--- config.mk ---
export PLATFORM = sky130hd
export DESIGN_NAME = cache_lookup_ctrl
export DESIGN_NICKNAME = d
export VERILOG_FILES = /design/src/rtl/cache_lookup_ctrl.sv
export SDC_FILE = /design/constraint.sdc
export NUM_CORES = 1
export LEC_CHECK = 0
export BUFFER_PORTS_ARGS = -buffer_cell sky130_fd_sc_hd__buf_2
export CORE_AREA = 2 2 455 457
export DETAILED_ROUTE_END_ITERATION = 16
export DIE_AREA = 0 0 457 459
export MAX_ROUTING_LAYER = met4
export PLACE_DENSITY = 0.4
export SYNTH_ARGS = -nofsm -noshare
export SYNTH_HDL_FRONTEND = slang
export SYNTH_SLANG_ARGS = --single-unit
export TNS_END_PERCENT = 50
--- constraint.sdc ---
create_clock -name clk -period 3.4 [get_ports clk]
set_clock_uncertainty 0.2 [all_clocks]
set_input_delay 0.34 -clock clk [delete_from_list [all_inputs] [get_ports clk]]
set_output_delay 0.34 -clock clk [all_outputs]
set_load 0.1 [all_outputs]
--- src/rtl/cache_lookup_ctrl.sv ---
// Lookup/fill sequencer for one set-associative cache slice: issues the tag read
// and comparator enable, and on a miss fetches, installs and reports the line.
module cache_lookup_ctrl #(
  parameter int DOSA          = 4,
  parameter int ENCODER_WIDTH = $clog2(DOSA),
  parameter int TAG_W         = 16,
  parameter int IDX_W         = 6,
  parameter int DATA_W        = 512
) (
  input  logic                     clk,
  input  logic                     RST_N,
  input  logic                     req_valid,
  output logic                     req_ready,
  input  logic [TAG_W-1:0]         req_tag,
  input  logic [IDX_W-1:0]         req_idx,
  output logic [IDX_W-1:0]         tag_rd_idx,
  output logic                     peEN_2,
  input  logic                     HIT,
  input  logic [ENCODER_WIDTH-1:0] hit_encode,
  input  logic [DOSA-1:0]          way_valid,
  output logic                     mem_req_valid,
  input  logic                     mem_req_ready,
  output logic [TAG_W+IDX_W-1:0]   mem_req_addr,
  input  logic                     mem_rsp_valid,
  input  logic [DATA_W-1:0]        mem_rsp_data,
  output logic                     fill_we,
  output logic [ENCODER_WIDTH-1:0] fill_way,
  output logic [IDX_W-1:0]         fill_idx,
  output logic [TAG_W:0]           fill_tag,
  output logic [DATA_W-1:0]        fill_data,
  output logic                     rsp_valid,
  output logic                     rsp_hit,
  output logic [ENCODER_WIDTH-1:0] rsp_way,
  output logic                     busy,
  output logic [31:0]              hit_cnt,
  output logic [31:0]              miss_cnt
);

  localparam int SETS = 1 << IDX_W;

  typedef enum logic [2:0] {
    S_IDLE,
    S_LOOKUP,
    S_COMPARE,
    S_MREQ,
    S_MWAIT,
    S_FILL,
    S_RESP
  } state_t;

  state_t                   r_state;
  state_t                   w_state_next;

  logic [TAG_W-1:0]         r_tag;
  logic [IDX_W-1:0]         r_idx;
  logic [ENCODER_WIDTH-1:0] r_victim;
  logic                     r_replaced;
  logic                     r_rsp_hit;
  logic [ENCODER_WIDTH-1:0] r_rsp_way;
  logic [DATA_W-1:0]        r_line;
  logic [31:0]              r_hit_cnt;
  logic [31:0]              r_miss_cnt;
  logic [ENCODER_WIDTH-1:0] r_rr_ptr [SETS];

  logic                     w_free_found;
  logic [ENCODER_WIDTH-1:0] w_free_way;
  logic [ENCODER_WIDTH-1:0] w_rr_cur;
  logic                     w_hit_evt;
  logic                     w_miss_evt;

  // Lowest-index invalid way; scanning downward leaves the smallest match last.
  always_comb begin
    w_free_found = 1'b0;
    w_free_way   = '0;
    for (int i = DOSA - 1; i >= 0; i--) begin
      if (!way_valid[i]) begin
        w_free_found = 1'b1;
        w_free_way   = ENCODER_WIDTH'(i);
      end
    end
  end

  assign w_rr_cur   = r_rr_ptr[r_idx];
  assign w_hit_evt  = (r_state == S_COMPARE) && HIT;
  assign w_miss_evt = (r_state == S_COMPARE) && !HIT;

  always_ff @(posedge clk or negedge RST_N) begin
    if (!RST_N) begin
      r_state <= S_IDLE;
    end else begin
      r_state <= w_state_next;
    end
  end

  always_comb begin
    w_state_next  = r_state;
    req_ready     = 1'b0;
    peEN_2        = 1'b0;
    mem_req_valid = 1'b0;
    fill_we       = 1'b0;
    rsp_valid     = 1'b0;
    busy          = 1'b1;
    case (r_state)
      S_IDLE: begin
        req_ready = 1'b1;
        busy      = 1'b0;
        if (req_valid) begin
          w_state_next = S_LOOKUP;
        end
      end
      S_LOOKUP: begin
        peEN_2       = 1'b1;
        w_state_next = S_COMPARE;
      end
      S_COMPARE: begin
        w_state_next = HIT ? S_RESP : S_MREQ;
      end
      S_MREQ: begin
        mem_req_valid = 1'b1;
        if (mem_req_ready) begin
          w_state_next = S_MWAIT;
        end
      end
      S_MWAIT: begin
        if (mem_rsp_valid) begin
          w_state_next = S_FILL;
        end
      end
      S_FILL: begin
        fill_we      = 1'b1;
        w_state_next = S_RESP;
      end
      S_RESP: begin
        rsp_valid    = 1'b1;
        w_state_next = S_IDLE;
      end
      default: begin
        w_state_next = S_IDLE;
      end
    endcase
  end

  always_ff @(posedge clk or negedge RST_N) begin
    if (!RST_N) begin
      r_tag      <= '0;
      r_idx      <= '0;
      r_victim   <= '0;
      r_replaced <= 1'b0;
      r_rsp_hit  <= 1'b0;
      r_rsp_way  <= '0;
      r_line     <= '0;
    end else begin
      if ((r_state == S_IDLE) && req_valid) begin
        r_tag <= req_tag;
        r_idx <= req_idx;
      end
      if (w_hit_evt) begin
        r_rsp_hit <= 1'b1;
        r_rsp_way <= hit_encode;
      end
      // A full set falls back to the per-set round-robin pointer.
      if (w_miss_evt) begin
        r_rsp_hit  <= 1'b0;
        r_victim   <= w_free_found ? w_free_way : w_rr_cur;
        r_replaced <= !w_free_found;
      end
      if ((r_state == S_MWAIT) && mem_rsp_valid) begin
        r_line <= mem_rsp_data;
      end
      if (r_state == S_FILL) begin
        r_rsp_hit <= 1'b0;
        r_rsp_way <= r_victim;
      end
    end
  end

  // Pointer advances only when a valid line was actually evicted; DOSA is a
  // power of two so the natural wrap of the field is modulo DOSA.
  always_ff @(posedge clk or negedge RST_N) begin
    if (!RST_N) begin
      for (int i = 0; i < SETS; i++) begin
        r_rr_ptr[i] <= '0;
      end
    end else if ((r_state == S_FILL) && r_replaced) begin
      r_rr_ptr[r_idx] <= r_rr_ptr[r_idx] + ENCODER_WIDTH'(1);
    end
  end

  always_ff @(posedge clk or negedge RST_N) begin
    if (!RST_N) begin
      r_hit_cnt  <= '0;
      r_miss_cnt <= '0;
    end else begin
      if (w_hit_evt && (r_hit_cnt != 32'hFFFF_FFFF)) begin
        r_hit_cnt <= r_hit_cnt + 32'd1;
      end
      if (w_miss_evt && (r_miss_cnt != 32'hFFFF_FFFF)) begin
        r_miss_cnt <= r_miss_cnt + 32'd1;
      end
    end
  end

  assign tag_rd_idx   = busy ? r_idx : '0;
  assign mem_req_addr = mem_req_valid ? {r_tag, r_idx} : '0;
  assign fill_way     = fill_we ? r_victim : '0;
  assign fill_idx     = fill_we ? r_idx : '0;
  assign fill_tag     = fill_we ? {1'b1, r_tag} : '0;
  assign fill_data    = fill_we ? r_line : '0;
  assign rsp_hit      = r_rsp_hit;
  assign rsp_way      = r_rsp_way;
  assign hit_cnt      = r_hit_cnt;
  assign miss_cnt     = r_miss_cnt;

endmodule

==> results of run 1 <==
==> power breakdown <==
| group | internal [mW] | leakage (nW) | switching, mW | total (mW) |
|---|---|---|---|---|
| sequential | 12.1 | 9.21 | 2.27 | 14.4 |
| combinational | 7.04 | 15.1 | 11.6 | 18.7 |
| clock | 6.45 | 1.64 | 4.46 | 10.9 |
==> cells in the mapped netlist, types with 5 or more instances <==
| cell | count | share of area |
|---|---|---|
| a21oi_1 | 11 | 0.0017 |
| a221oi_1 | 12 | 0.0032 |
| a22o_1 | 11 | 0.0029 |
| a22oi_1 | 15 | 0.0034 |
| and2_1 | 565 | 0.11 |
| and3_1 | 18 | 0.0034 |
| and3b_1 | 5 | 0.0013 |
| and4_1 | 7 | 0.0018 |
| buf_2 | 7 | 0.0011 |
| buf_4 | 7 | 0.0016 |
| buf_6 | 7 | 0.0024 |
| clkbuf_1 | 144 | 0.016 |
| dfrtp_1 | 735 | 0.55 |
| inv_1 | 15 | 0.0017 |
| mux2_2 | 653 | 0.22 |
| mux2i_1 | 17 | 0.0051 |
| nand2_1 | 100 | 0.011 |
| nand2b_1 | 7 | 0.0013 |
| nand3_1 | 27 | 0.0041 |
| nand4_1 | 19 | 0.0036 |
| nor2_1 | 70 | 0.0079 |
| nor2b_1 | 13 | 0.0024 |
| nor3_1 | 19 | 0.0029 |
| nor3b_1 | 7 | 0.0016 |
| nor4_1 | 5 | 0.00094 |
| o21ai_0 | 24 | 0.0036 |
| or3_1 | 7 | 0.0013 |
| xnor2_1 | 41 | 0.011 |
| xor2_1 | 20 | 0.0053 |
==> timing repair <==
action	in CTS	in global routing
endpoints found under the hold margin	843	0
endpoints found under the setup margin	433	422
hold buffers	550	0
cloned	2	7
gates resized for setup	173	62
pin swaps	0	3
setup buffers	0	9
==> through the flow <==
step | worst slack [ps] | power (mW) | cell area (um2) | utilization
3_5_place_dp | 42.66 | 32.18 | 47850 | 0.2327
6_report | 113.7 | 43.95 | 57760 | 0.2809
5_1_grt | -11.17 | 46.02 | 57740 | 0.2808
2_1_floorplan | -217.8 | 25.86 | 33290 | -
3_3_place_gp | 19.72 | 31.99 | 47850 | 0.2327
4_1_cts | -38.97 | 44.32 | 57200 | 0.2782
==> path summary, 6_finish.rpt <==
| check | endpoint | cells after the start |
|---|---|---|
| max | r_rr_ptr[81]$_DFFE_PN0P_ | 8 |
| min | r_line[385]$_DFFE_PN0P_ | 3 |
| max reg2reg | r_rr_ptr[81]$_DFFE_PN0P_ | 8 |
| min reg2reg | r_rr_ptr[106]$_DFFE_PN0P_ | 2 |
| max in group asynchronous | r_rr_ptr[4]$_DFFE_PN0P_ | 4 |
| min in group asynchronous | r_idx[1]$_DFFE_PN0P_ | 3 |
==> state kept, by name, indices dropped and copies added (netlist names) <==
signal,cells
r_state,3
r_line,512
r_rr_ptr,128
miss_cnt,32
r_replaced,1
r_tag,16
r_victim,2
hit_cnt,32
rsp_hit,1
rsp_way,2
r_idx,6
==> cell type report <==
cell class | count | share of cell area
multi-input cells | 1727 | 0.2454
flip-flops and latches | 735 | 0.3186
well taps | 2704 | 0.05858
clock inverters | 40 | 0.009618
repair buffers | 1867 | 0.3161
inverters | 15 | 0.001040
diodes | 52 | 0.002253
clock buffers | 134 | 0.04842
==> worst max-delay path, delay by kind of cell (launching register included) <==
kind                   cells  cell delay, ps
buffers and inverters      1             260
AND/OR/NAND/NOR            2             860
flip-flops                 1             590
AO/OA/AOI/OAI              3             780
multiplexers               1             300
XOR/XNOR                   1             150
==> cell families after synthesis <==
group | count (synthesis)
AO/OA/AOI/OAI | 110
XOR/XNOR | 62
adder cells (fa/ha/maj) | 2
buffers and inverters | 182
flip-flops | 735
multiplexers | 673
AND/OR/NAND/NOR | 880
==> layer usage <==
metal,global-route usage,part of all wire,vias to the layer above
met2,0.2823,0.49,1061
met4,0.03271,0.022,0
met3,0.05365,0.072,257
li1,-,-,12700
met1,0.2067,0.42,14460
met5,-,0,-
==> impl_metrics.ini, run 1 <==
[global_routing]
grt_max_degree = 87
grt_pass1_wl_um = 247400
antenna_found_initial = 123
grtUsageTotal = 0.1715
gr-total-overflow = 0
grt_pass1_vias = 29690

[min_path]
min_path_type = primary input to flop
worstHoldStart = mem_rsp_data[385]

[finish]
layout_commonest_cell = dfrtp_1
drive_gt1_frac = 0.4816
register_area_um2 = 18400
final_cells = 7274
fillers = 21440
multi_input_area_um2 = 14170
final_cell_mix = dfrtp_1 (730), buf_2 (691), mux2_2 (644)
area_growth_pct = 73.91
num-nets-final = 4990

[timing]
drv_slew = 0
fmaxAchievable_ghz = 0.3043
min_period_ps = 3286
finalHoldViolCount = 0
hold_ws_ps = 175.5
setup_viol_count_final = 0
worstMarginPinSlew_ps = 801.5
fin_crit_sh = 0.9665
slew_headroom = 0.4657
fin_tns_setup_ps = 0

[drt]
drc = 0
totalWireLength_um = 183400
drtIter0Drc = 1721
vias = 28480
wl_per_cell_um = 25.22
viasPerCell = 3.915
ant_nets = 0
first_pass_iters = 5

[critical_path]
reg2reg_slack_ps = 110
arrival_ps = 3680
setup.worst_path.end_class = flop
crit_path_start_kind = flop
crit_type = flop to flop
startpoint = r_idx[2]$_DFFE_PN0P_
required_ps = 3800
crit_path_top_delay_cell = or4b_4
r2r-start = r_idx[2]$_DFFE_PN0P_
cpPeakStageDelay_ps = 600
crit_chain = nor2b_1 -> a22oi_1 -> a2111oi_0 -> or4b_4 -> a2111oi_4 -> xnor2_2 -> clkbuf_16 -> mux2_2
crit_fanout = 56

[power]
leakage_nw = 25.99
power_density_nw_per_um2 = 760.9
vdd_ir_drop_max_mv = 0.6529

[yosys]
avgSynthCellArea_um2 = 12.56
synth-simple-area-share = 0.1533
synth_compound_area_frac = 0.02419
ys_types = 66
synthXorXnorAreaFrac = 0.01658
syn_nets = 3192
synth_edf_count = 0
ys_seq_area_frac = 0.5538
synth_top_family_by_area = multiplexers
synthMuxAreaShare = 0.2282
synthFlopType = dfrtp_1
synth_warnings = 0
synth_fa_ha_area_frac = 0.0007535
synthArstFlopShare = 1.000
synth_area_um2 = 33210
syn-instance-count = 2644
ys_ff_latch = 735

[die]
placementRows = 167
core_um2 = 205600
chipHeight_um = 459
die-area_um2 = 209800
die_x_um = 457
ioPinCount = 1184
initial_utilization = 0.1615

[clock_tree]
clockRootBuffer = clkbuf_16
cts_max_level = 3
clk_pin_slew_ps = 60
cts_buffer_depth = 3
numCtsBuffers = 96
cts_tree = done
clk_latency_ps = 730
numClockSinks = 735

[outcome]
status = completed

[place]
dp_cells = 6480
dp_hpwl_um = 144800
gp_congestion = 0.8828
io_buffer_count = 1183

[job]
max_cap_viol_count = 0
(Power assumes the default switching activity.)
==> run 2, diff against run 1 <==
--- a/config.mk
+++ b/config.mk
@@ -6,11 +6,11 @@
 export NUM_CORES = 1
 export LEC_CHECK = 0
 export BUFFER_PORTS_ARGS = -buffer_cell sky130_fd_sc_hd__buf_2
-export CORE_AREA = 2 2 455 457
+export CORE_AREA = 2 2 460 462
 export DETAILED_ROUTE_END_ITERATION = 16
-export DIE_AREA = 0 0 457 459
+export DIE_AREA = 0 0 462 464
 export MAX_ROUTING_LAYER = met4
-export PLACE_DENSITY = 0.4
+export PLACE_DENSITY = 0.39
 export SYNTH_ARGS = -nofsm -noshare
 export SYNTH_HDL_FRONTEND = slang
 export SYNTH_SLANG_ARGS = --single-unit
==> impl_metrics.ini, run 2 (synthesized netlist as in run 1, its figures left out) <==
[timing]
slew_headroom = 0.5244
fin_ws_ps = 142.3
hold_ws_ps = 72.07
setup_viol_count_final = 0
finalHoldViolCount = 0
fin_crit_sh = 0.9581
worstMarginPinSlew_ps = 707.3
min_period_ps = 3258
drv_slew = 0
fmaxAchievable_ghz = 0.3070
fin_tns_setup_ps = 0

[clock_tree]
clk_pin_slew_ps = 60
clockRootBuffer = clkbuf_16
cts_tree = done
numClockSinks = 735
numCtsBuffers = 100
clk_latency_ps = 720
cts_max_level = 3
cts_buffer_depth = 3

[power]
power_frac_comb = 0.438
power_density_nw_per_um2 = 750.4
seqPwrFrac = 0.316
leakage_nw = 26.40
p_int_mw = 26.22
power_switching_mw = 18.55
swShare = 0.4144
vdd_ir_drop_max_mv = 0.6644
pwr-share-clk = 0.246

[global_routing]
grtUsageTotal = 0.1728
grt_pass1_vias = 30260
gr-total-overflow = 0
grt_pass1_wl_um = 251500
antenna_found_initial = 112
grt_max_degree = 108

[critical_path]
crit_type = flop to primary output
crit_fanout = 47
worst_r2r_endpoint = r_rr_ptr[99]$_DFFE_PN0P_
setup.worst_path.end_class = primary output
reg2reg_slack_ps = 140
reg2regPathDepth = 11
arrival_ps = 2720
crit_path_start_kind = flop
required_ps = 2860
r2r-start = r_idx[0]$_DFFE_PN0P_

[place]
io_buffer_count = 1183
dp_hpwl_um = 147700
gp_congestion = 0.9252
place_ws_ps = 56.76

[finish]
num-nets-final = 4994
final_cell_mix = dfrtp_1 (732), buf_2 (703), mux2_2 (644)
regMostFlops = r_line
area_growth_pct = 79.63
register_area_um2 = 18400
fillers = 21690
fin_util = 0.2852
reg_top3 = r_line: 512 flops, r_rr_ptr: 128 flops
layout_commonest_cell = dfrtp_1
multi_input_area_um2 = 14140
largest_reg_flops = 512
drive_gt1_frac = 0.4771

[min_path]
worstHoldStart = req_valid
min_path_type = primary input to flop
whs_path_depth = 4
min_to = r_idx[1]$_DFFE_PN0P_

[drt]
drtIter0Drc = 1421
first_pass_iters = 5
viasPerCell = 3.830
totalWireLength_um = 184400
drc = 0
ant_nets = 0
wl_per_cell_um = 24.97
vias = 28290

[die]
initial_utilization = 0.1588
ioPinCount = 1184
placementRows = 168
die-area_um2 = 214400
core_um2 = 209200
chipHeight_um = 464
die_x_um = 462

[outcome]
status = completed

[job]
max_cap_viol_count = 0
==> run 2: cell types whose count changed in the layout (fill, tap and decap cells not counted), sizes merged <==
| cell | change |
|---|---|
| buf | +53 |
| clkbuf | -41 |
| bufinv | -3 |
| dlygate4sd3 | -3 |
| clkinvlp | +2 |
| inv | +2 |
| clkinv | -1 |
| diode | +1 |
==> run 2: timing repair <==
action                                   CTS  global route
hold buffers                             548             0
endpoints found under the setup margin   528            74
setup buffers                              3             1
pin swaps                                  1             2
hold endpoints to repair                1016             0
gates resized for setup                    9             7
gates cloned                               0             1
==> run 2: how the worst max path moves through the flow <==
stage,startpoint,endpoint,slack (ps)
final,r_state[1]$_DFFE_PN0P_,fill_data[510],140
after global routing,r_state[2]$_DFFE_PN0P_,fill_data[116],-2
after CTS,r_idx[0]$_DFFE_PN0P_,r_rr_ptr[61]$_DFFE_PN0P_,2
after detailed placement,r_idx[0]$_DFFE_PN0P_,r_rr_ptr[123]$_DFFE_PN0P_,60
after global placement,r_idx[0]$_DFFE_PN0P_,r_rr_ptr[51]$_DFFE_PN0P_,60
after floorplan,r_state[0]$_DFFE_PN0P_,r_tag[10]$_DFFE_PN0P_,-220
==> run 2: through the flow <==
step	instances	area, um2	total power [mW]
floorplan	2644	33290	25.86
global placement	6596	50500	33.15
detailed placement	6596	50500	33.32
CTS	7330	59450	45.43
global route	7374	59630	46.94
finish	7385	59660	44.77
==> run 2: area by class of cell <==
cell class / instances / area share
inverter: 15 / 0.001007
multi-input combinational: 1727 / 0.2370
clock inverter: 40 / 0.007844
antenna: 53 / 0.002223
clock buffer: 143 / 0.04901
tap: 2805 / 0.05883
sequential: 735 / 0.3084
timing repair buffer: 1867 / 0.3357
==> run 2: layer usage <==
layer  share of wire  GRT usage  up-vias
li1                -          -    12730
met3           0.081    0.05701      247
met1            0.40     0.2002    14300
met5               0          -        -
met2            0.50     0.2892     1004
met4           0.023    0.03610        0
==> run 2: power groups by stage <==
| stage | Combinational (mW) | Sequential, mW | Clock [mW] |
|---|---|---|---|
| floorplan | 12.2 | 13.7 | 0 |
| global placement | 19.0 | 14.2 | 0 |
| detailed placement | 19.0 | 14.3 | 0 |
| CTS | 19.8 | 14.1 | 11.5 |
| global route | 20.6 | 14.6 | 11.8 |
| finish | 19.6 | 14.1 | 11.0 |
==> run 2: critical path, cell delays in order, from the launching register on <==
cell,delay [ps]
dfrtp_2,530
nor2_4,160
buf_4,150
buf_12,200
buf_4,220
and2_1,240
buf_2,470
